`src/rtl/mem_arbiter.sv`:
```
// Shared main-memory port arbiter for the I-cache and D-cache miss paths.
// D-cache has priority; the I-cache is forced in after MAX_STREAK D grants.
module mem_arbiter #(
    parameter int MEM_LAT    = 4,
    parameter int MAX_STREAK = 3
) (
    input  logic        clk,
    input  logic        rst,
    input  logic        i_req,
    input  logic [15:0] i_addr,
    output logic        i_done,
    output logic [15:0] i_rdata,
    input  logic        d_req,
    input  logic        d_wr,
    input  logic [15:0] d_addr,
    input  logic [15:0] d_wdata,
    output logic        d_done,
    output logic [15:0] d_rdata,
    output logic        mem_rd,
    output logic        mem_wr,
    output logic [15:0] mem_addr,
    output logic [15:0] mem_wdata,
    input  logic [15:0] mem_rdata,
    output logic        err
);

    typedef enum logic [1:0] {
        IDLE,
        ISSUE,
        WAIT
    } state_t;

    localparam logic [3:0] LatInit   = 4'(MEM_LAT);
    localparam logic [3:0] StreakMax = 4'(MAX_STREAK);

    state_t     state;
    logic       ownerD;
    logic       wrLat;
    logic [3:0] latCnt;
    logic [3:0] streak;

    logic anyReq;
    logic grantI;
    logic ownerReq;

    assign anyReq   = i_req | d_req;
    assign grantI   = i_req & (~d_req | (streak == StreakMax));
    assign ownerReq = ownerD ? d_req : i_req;

    always_ff @(posedge clk) begin
        if (rst) begin
            state     <= IDLE;
            ownerD    <= 1'b0;
            wrLat     <= 1'b0;
            latCnt    <= 4'd0;
            streak    <= 4'd0;
            mem_rd    <= 1'b0;
            mem_wr    <= 1'b0;
            mem_addr  <= 16'h0;
            mem_wdata <= 16'h0;
            i_done    <= 1'b0;
            d_done    <= 1'b0;
        end else begin
            unique case (state)
                IDLE: begin
                    i_done <= 1'b0;
                    d_done <= 1'b0;
                    if (anyReq) begin
                        state  <= ISSUE;
                        ownerD <= ~grantI;
                        if (grantI) begin
                            wrLat     <= 1'b0;
                            mem_rd    <= 1'b1;
                            mem_wr    <= 1'b0;
                            mem_addr  <= i_addr;
                            mem_wdata <= 16'h0;
                            streak    <= 4'd0;
                        end else begin
                            wrLat     <= d_wr;
                            mem_rd    <= ~d_wr;
                            mem_wr    <= d_wr;
                            mem_addr  <= d_addr;
                            mem_wdata <= d_wr ? d_wdata : 16'h0;
                            // Count D wins only while I is actually waiting
                            if (!i_req)
                                streak <= 4'd0;
                            else if (streak != StreakMax)
                                streak <= streak + 4'd1;
                        end
                    end
                end
                ISSUE: begin
                    mem_rd <= 1'b0;
                    mem_wr <= 1'b0;
                    latCnt <= LatInit;
                    state  <= WAIT;
                    i_done <= (LatInit == 4'd1) && !ownerD;
                    d_done <= (LatInit == 4'd1) && ownerD;
                end
                WAIT: begin
                    latCnt <= latCnt - 4'd1;
                    // done is registered one cycle ahead of the lat_cnt==1 cycle
                    i_done <= (latCnt == 4'd2) && !ownerD;
                    d_done <= (latCnt == 4'd2) && ownerD;
                    if (latCnt == 4'd1) begin
                        state     <= IDLE;
                        mem_addr  <= 16'h0;
                        mem_wdata <= 16'h0;
                    end
                end
                default: begin
                    state <= IDLE;
                end
            endcase
        end
    end

    assign i_rdata = i_done ? mem_rdata : 16'h0;
    assign d_rdata = (d_done && !wrLat) ? mem_rdata : 16'h0;
    assign err     = (state != IDLE) && !ownerReq;

endmodule

```
`config.mk`:
```
export PLATFORM = sky130hd
export DESIGN_NAME = mem_arbiter
export DESIGN_NICKNAME = d
export VERILOG_FILES = /design/src/rtl/mem_arbiter.sv
export SDC_FILE = /design/constraint.sdc
export NUM_CORES = 1
export LEC_CHECK = 0
export CORE_MARGIN = 5
export CORE_UTILIZATION = 40
export DETAILED_ROUTE_END_ITERATION = 8
export HOLD_SLACK_MARGIN = 0.15
export PLACE_DENSITY = 0.95
export SLEW_MARGIN = 20
export SYNTH_ARGS = -nofsm -noshare
export SYNTH_HDL_FRONTEND = slang
export SYNTH_SLANG_ARGS = --single-unit
```
`constraint.sdc`:
```
create_clock -name clk -period 2.6 [get_ports clk]
set_input_delay 0.65 -clock clk [delete_from_list [all_inputs] [get_ports clk]]
set_output_delay 0.65 -clock clk [all_outputs]
set_load 0.02 [all_outputs]
```
==> flow_summary.toml, run 1 <==
[placement]
post-dp-hpwl_mm = 5.54
place_inst = 450
routabilityCongestion = 0.840
port_buffers = 137
dp_worst_setup_slack_ns = -0.117

[timing]
hold_violations = 0
rsz0062_at_grt = "false"
worst_slew_pin_slew_ns = 0.599
finalWorstSetupSlack_ns = 0.0731
fin_crit_sh_pct = 97.2
max_slew_margin_pct = 60.1
fmax_mhz = 396
setup_violations = 0
drv_slew = 0
clock_skew_ns = 0.00810
fin_crit_ns = 2.53

[route]
wl_mm = 7.05
post_drt_via_cell_ratio = 5.17
drtAntennaViolNets = 0
drc_errors = 0
routedWlPerCell_microns = 15.4
firstDrtPassIters = 4
first_iter_violations = 84
vias = 2368

[clock_network]
cts_tree = "built"
root_buffer = "clkbuf_8"
cts_buffers = 5
htreeDepth = 2
clk_pin_slew_ns = 0.09
clockBufferDepth = 2
worstSkewPairLatency_ns = 0.30
cts_sinks = 48

[logic_synthesis]
synth_top_area_share_pct = 41.8
synth_edf_count = 0
ys.flop_type = "dfxtp_1"
ys_ff_latch = 48
synth_top_cell_by_area = "dfxtp_1"
syn_avg_cell_area_sq_um = 9.20
synth_cell_types = 41
synthCells = 250
ys_warn_count = 0
synth-async-reset-ratio_pct = 0
synth_nets = 328
synthTopCellsByArea = "dfxtp_1 (42%), a21oi_1 (8.9%), and2_1 (8.7%)"
synthesis.area_sq_um = 2300
ys_seq_area_share_pct = 41.8

[floorplanning]
ioPinCount = 138
num_rows = 27
die_h_microns = 85.8
initial_core_util_pct = 41.5
fp.dieW_microns = 85.8
die_area_sq_um = 7370
core_sq_um = 5540

[global_route]
track_usage_pct = 18.5
antenna_found_initial = 0
grt_overflow = 0
grt_pass1_wl_mm = 11.0
grt_max_degree = 33
grt_pass1_vias = 2279

[critical_path]
end_kind = "output port"
cpPeakStageDelay_ns = 0.61
cp_max_fo = 2
critPathArrivalTime_ns = 1.88
critical_path_class = "in2out"
cp.required_ns = 1.95
path_cells = "clkdlybuf4s50_1 -> and2_1 -> clkdlybuf4s50_1"
cp_common_cell = "clkdlybuf4s50_1"
start_kind = "primary input"
slowest_stage = "clkdlybuf4s50_1"

[finish]
fill_cells = 413
syn2layout_area_growth_pct = 67.8
nNetsFinal = 463
fin_cells = 458
n_antenna_cell = 0
drive_gt1_share_pct = 6.48

[power]
power_density_nw_per_um2 = 594
total_power_mw = 2.29
p_leak_nw = 1.47
vdd_ir_drop_max_mv = 0.527

[hold_path]
hold_path_class = "reg2reg"

[job]
cap_violations = 0

[run_status]
status = "finished clean"
[power breakdown]
group	switching [mW]	total (mW)	internal, mW
Clock	0.245	0.585	0.339
Sequential	0.0681	0.907	0.839
Combinational	0.407	0.803	0.396
[cell usage after synthesis (2+ instances only)]
cell,count
ha_1,9
nor2b_1,2
dfxtp_1,48
o2bb2ai_1,16
buf_4,2
nor3b_2,2
a22o_1,16
nand2b_1,3
buf_2,7
nor2_1,15
a22oi_1,2
a32oi_1,2
and2_1,32
nand4b_1,2
clkbuf_1,6
mux2i_1,2
nand2_1,11
buf_6,3
inv_1,7
o21ai_0,2
a21oi_1,41
[worst max-delay path, delay by kind of cell]
family | cells | cell delay, ns
simple gates | 1 | 0.14
buf+inv | 2 | 1.08
[timing repair]
item	in CTS	in global routing
endpoints found under the setup margin	1	0
resized for setup	1	0
hold buffers	0	0
setup buffers	0	0
[through the flow]
step           util (%)  hold WS, ns  instance area (sq um)  setup TNS (ns)
2_1_floorplan         -        0.437                   2300               0
6_report           69.7        0.468                   3860               0
5_1_grt            69.7        0.483                   3860               0
3_5_place_dp       67.4        0.447                   3730          -0.117
4_1_cts            69.7        0.471                   3860               0
3_3_place_gp       67.4        0.443                   3730         -0.0837
[flip-flops by register name, summed over array words and instances (netlist names)]
| register | count |
|---|---|
| latCnt | 4 |
| wrLat | 1 |
| d_done | 1 |
| mem_rd | 1 |
| mem_addr | 16 |
| mem_wdata | 16 |
| streak | 4 |
| i_done | 1 |
| state | 2 |
| ownerD | 1 |
| mem_wr | 1 |
[cells by family (layout without fill, tap and decap cells)]
kind of cell    after synthesis  after routing  share of synthesized area [%]
compound gates               89             89                           26.8
fa+ha+maj                     9              9                           4.90
buf+inv                      25            161                           5.77
flops                        48             48                           41.8
mux                           3              3                           1.36
simple gates                 76             76                           19.4
[cells in the final DEF (no fill, tap or decap), types with 3 or more instances in the layout]
master and instances:
a21oi_1 41, a22o_1 16, and2_1 32, buf_4 8, clkbuf_8 7, clkdlybuf4s50_1 136
dfxtp_1 48, ha_1 9, inv_1 7, nand2_1 11, nand2b_1 3, nor2_1 15
o2bb2ai_1 16
[metal layers]
layer / routed length, microns / GRT usage (%) / vias up
met5: 0 / 0 / -
met4: 87 / 4.89 / 0
met3: 706 / 6.44 / 9
met2: 3340 / 31.9 / 121
met1: 2910 / 21.9 / 1069
li1: - / - / 1169
[area by class of cell]
type | count | area (sq um) | share of cell area (%)
tap | 72 | 90.1 | 2.33
clock inverter | 1 | 30.0 | 0.778
multi-input combinational | 177 | 1210 | 31.2
sequential | 48 | 961 | 24.9
inverter | 7 | 26.3 | 0.681
clock buffer | 7 | 96.3 | 2.50
timing repair buffer | 146 | 1450 | 37.6
[final timing paths]
check                                               from                    endpoint  slack, ns  cells after the start
worst min-delay path            mem_addr[4]$_SDFFE_PP0P_    mem_addr[4]$_SDFFE_PP0P_       0.47                      1
worst max register to register     state[0]$_SDFFE_PP0P_  mem_wdata[15]$_SDFFE_PP0P_       0.59                      5
worst min register to register  mem_addr[4]$_SDFFE_PP0P_    mem_addr[4]$_SDFFE_PP0P_       0.47                      1
worst max-delay path                       mem_rdata[10]                 d_rdata[10]       0.07                      3
No activity file was read; power rests on OpenSTA's default activity.
==> run 2, diff against run 1 <==
--- a/config.mk
+++ b/config.mk
@@ -5,11 +5,13 @@
 export SDC_FILE = /design/constraint.sdc
 export NUM_CORES = 1
 export LEC_CHECK = 0
+export ABC_CLOCK_PERIOD_IN_PS = 2600
 export CORE_MARGIN = 5
 export CORE_UTILIZATION = 40
 export DETAILED_ROUTE_END_ITERATION = 8
 export HOLD_SLACK_MARGIN = 0.15
 export PLACE_DENSITY = 0.95
+export SKIP_CTS_REPAIR_TIMING = 1
 export SLEW_MARGIN = 20
 export SYNTH_ARGS = -nofsm -noshare
 export SYNTH_HDL_FRONTEND = slang
==> run 2 against run 1 <==
Clock skew about the same. Fmax is essentially flat. Die area stayed put.
==> flow_summary.toml, run 2 (synthesized netlist as in run 1, its figures left out) <==
[route]
drc_errors = 0
first_iter_violations = 87
post_drt_via_cell_ratio = 5.16
routedWlPerCell_microns = 15.4
firstDrtPassIters = 4
wl_mm = 7.04
drtAntennaViolNets = 0
vias = 2363

[global_route]
grt_max_degree = 33
grt_overflow = 0
grt_pass1_wl_mm = 11.0
track_usage_pct = 18.5
grt_pass1_vias = 2279
antenna_found_initial = 0

[timing]
fin_crit_ns = 2.53
fin_setup_tns_ns = 0
fin_crit_sh_pct = 97.2
fmax_mhz = 396
worst_slew_pin_slew_ns = 0.598
max_slew_margin_pct = 60.1
hold_violations = 0
drv_slew = 0
rsz0062_at_grt = "false"
setup_violations = 0
clock_skew_ns = 0.00810
fin_hold_ws_ns = 0.468

[hold_path]
hold_depth = 1
hold_end = "mem_addr[4]$_SDFFE_PP0P_"
hold_path_class = "reg2reg"
hp-start = "mem_addr[4]$_SDFFE_PP0P_"

[clock_network]
worstSkewPairLatency_ns = 0.30
cts_sinks = 48
clk_pin_slew_ns = 0.09
clockBufferDepth = 2
cts_buffers = 5
cts_tree = "built"
htreeDepth = 2
root_buffer = "clkbuf_8"

[placement]
post-dp-hpwl_mm = 5.54
place_inst = 450
routabilityCongestion = 0.840
port_buffers = 137

[critical_path]
end_kind = "output port"
reg2reg_depth = 5
path_cells = "clkdlybuf4s50_1 -> and2_1 -> clkdlybuf4s50_1"
start_kind = "primary input"
cp_common_cell = "clkdlybuf4s50_1"
timing.rr.start = "state[0]$_SDFFE_PP0P_"
cp.required_ns = 1.95
cp_max_fo = 2
rr_endpoint = "mem_wdata[15]$_SDFFE_PP0P_"
critical_path_class = "in2out"
slowest_stage = "clkdlybuf4s50_1"
cpPeakStageDelay_ns = 0.61
r2r_slack_ns = 0.59
critPathArrivalTime_ns = 1.88

[run_status]
status = "finished clean"

[finish]
fin_util_pct = 69.7
multi_input_area_sq_um = 1210
drive_gt1_share_pct = 6.48
nNetsFinal = 463
final_cell_mix = "clkdlybuf4s50_1 (136), dfxtp_1 (48), a21oi_1 (41)"
fill_cells = 411
final_common_cell = "clkdlybuf4s50_1"
syn2layout_area_growth_pct = 68.0
register_area_sq_um = 961
n_antenna_cell = 0
reg_top3 = "mem_addr: 16 flops, mem_wdata: 16 flops"
fin_cells = 458

[job]
cap_violations = 0

[floorplanning]
initial_core_util_pct = 41.5
num_rows = 27
fp.dieW_microns = 85.8
die_area_sq_um = 7370
core_sq_um = 5540
ioPinCount = 138
die_h_microns = 85.8

[power]
power_density_nw_per_um2 = 594
vdd_ir_drop_max_mv = 0.527
total_power_mw = 2.30
p_leak_nw = 1.49
==> run 2: cell types whose count changed in the layout (fill, tap and decap cells not counted) <==
cell,delta
dlygate4sd2_1,-1
dlymetal6s2s_1,+1
==> run 2: final cells by class <==
class                   count  area share (%)
repair buffers            146            37.6
multi-input cells         177            31.2
flip-flops and latches     48            24.9
clock buffers               7            2.49
well taps                  72            2.33
clock inverters             1           0.777
inverters                   7           0.680
==> run 2: critical path: cells and delay by family <==
family | cells | cell delay (ns)
buffers and inverters | 2 | 1.08
AND/OR/NAND/NOR | 1 | 0.14
==> run 2: how the worst max path moves through the flow <==
stage / startpoint / to / slack (ns) / cells past startpoint
final: mem_rdata[10] / d_rdata[10] / 0.07 / 3
after global routing: mem_rdata[10] / d_rdata[10] / 0.004 / 3
after CTS: i_req / err / -0.12 / 4
after detailed placement: i_req / err / -0.12 / 4
after global placement: i_req / err / -0.08 / 4
after floorplan: i_req / err / 0.51 / 3
==> run 2: routing by layer <==
| metal | vias up | part of all wire [%] | track usage [%] |
|---|---|---|---|
| met5 | - | 0 | 0 |
| met4 | 0 | 1.2 | 4.89 |
| met3 | 9 | 10 | 6.44 |
| met2 | 119 | 48 | 31.9 |
| met1 | 1067 | 41 | 21.8 |
| li1 | 1168 | - | - |
==> run 2: power by group <==
part	internal [mW]	switching (mW)	total, mW
registers	0.839	0.0680	0.907
clock network	0.339	0.245	0.585
logic	0.398	0.407	0.805
total	1.58	0.720	2.30
==> run 2: per-stage QoR <==
stage | area, sq um | setup slack (ns)
floorplan | 2300 | 0.507
detailed placement | 3730 | -0.117
global placement | 3730 | -0.0837
CTS | 3860 | -0.124
finish | 3860 | 0.0729
global route | 3860 | 0.00387
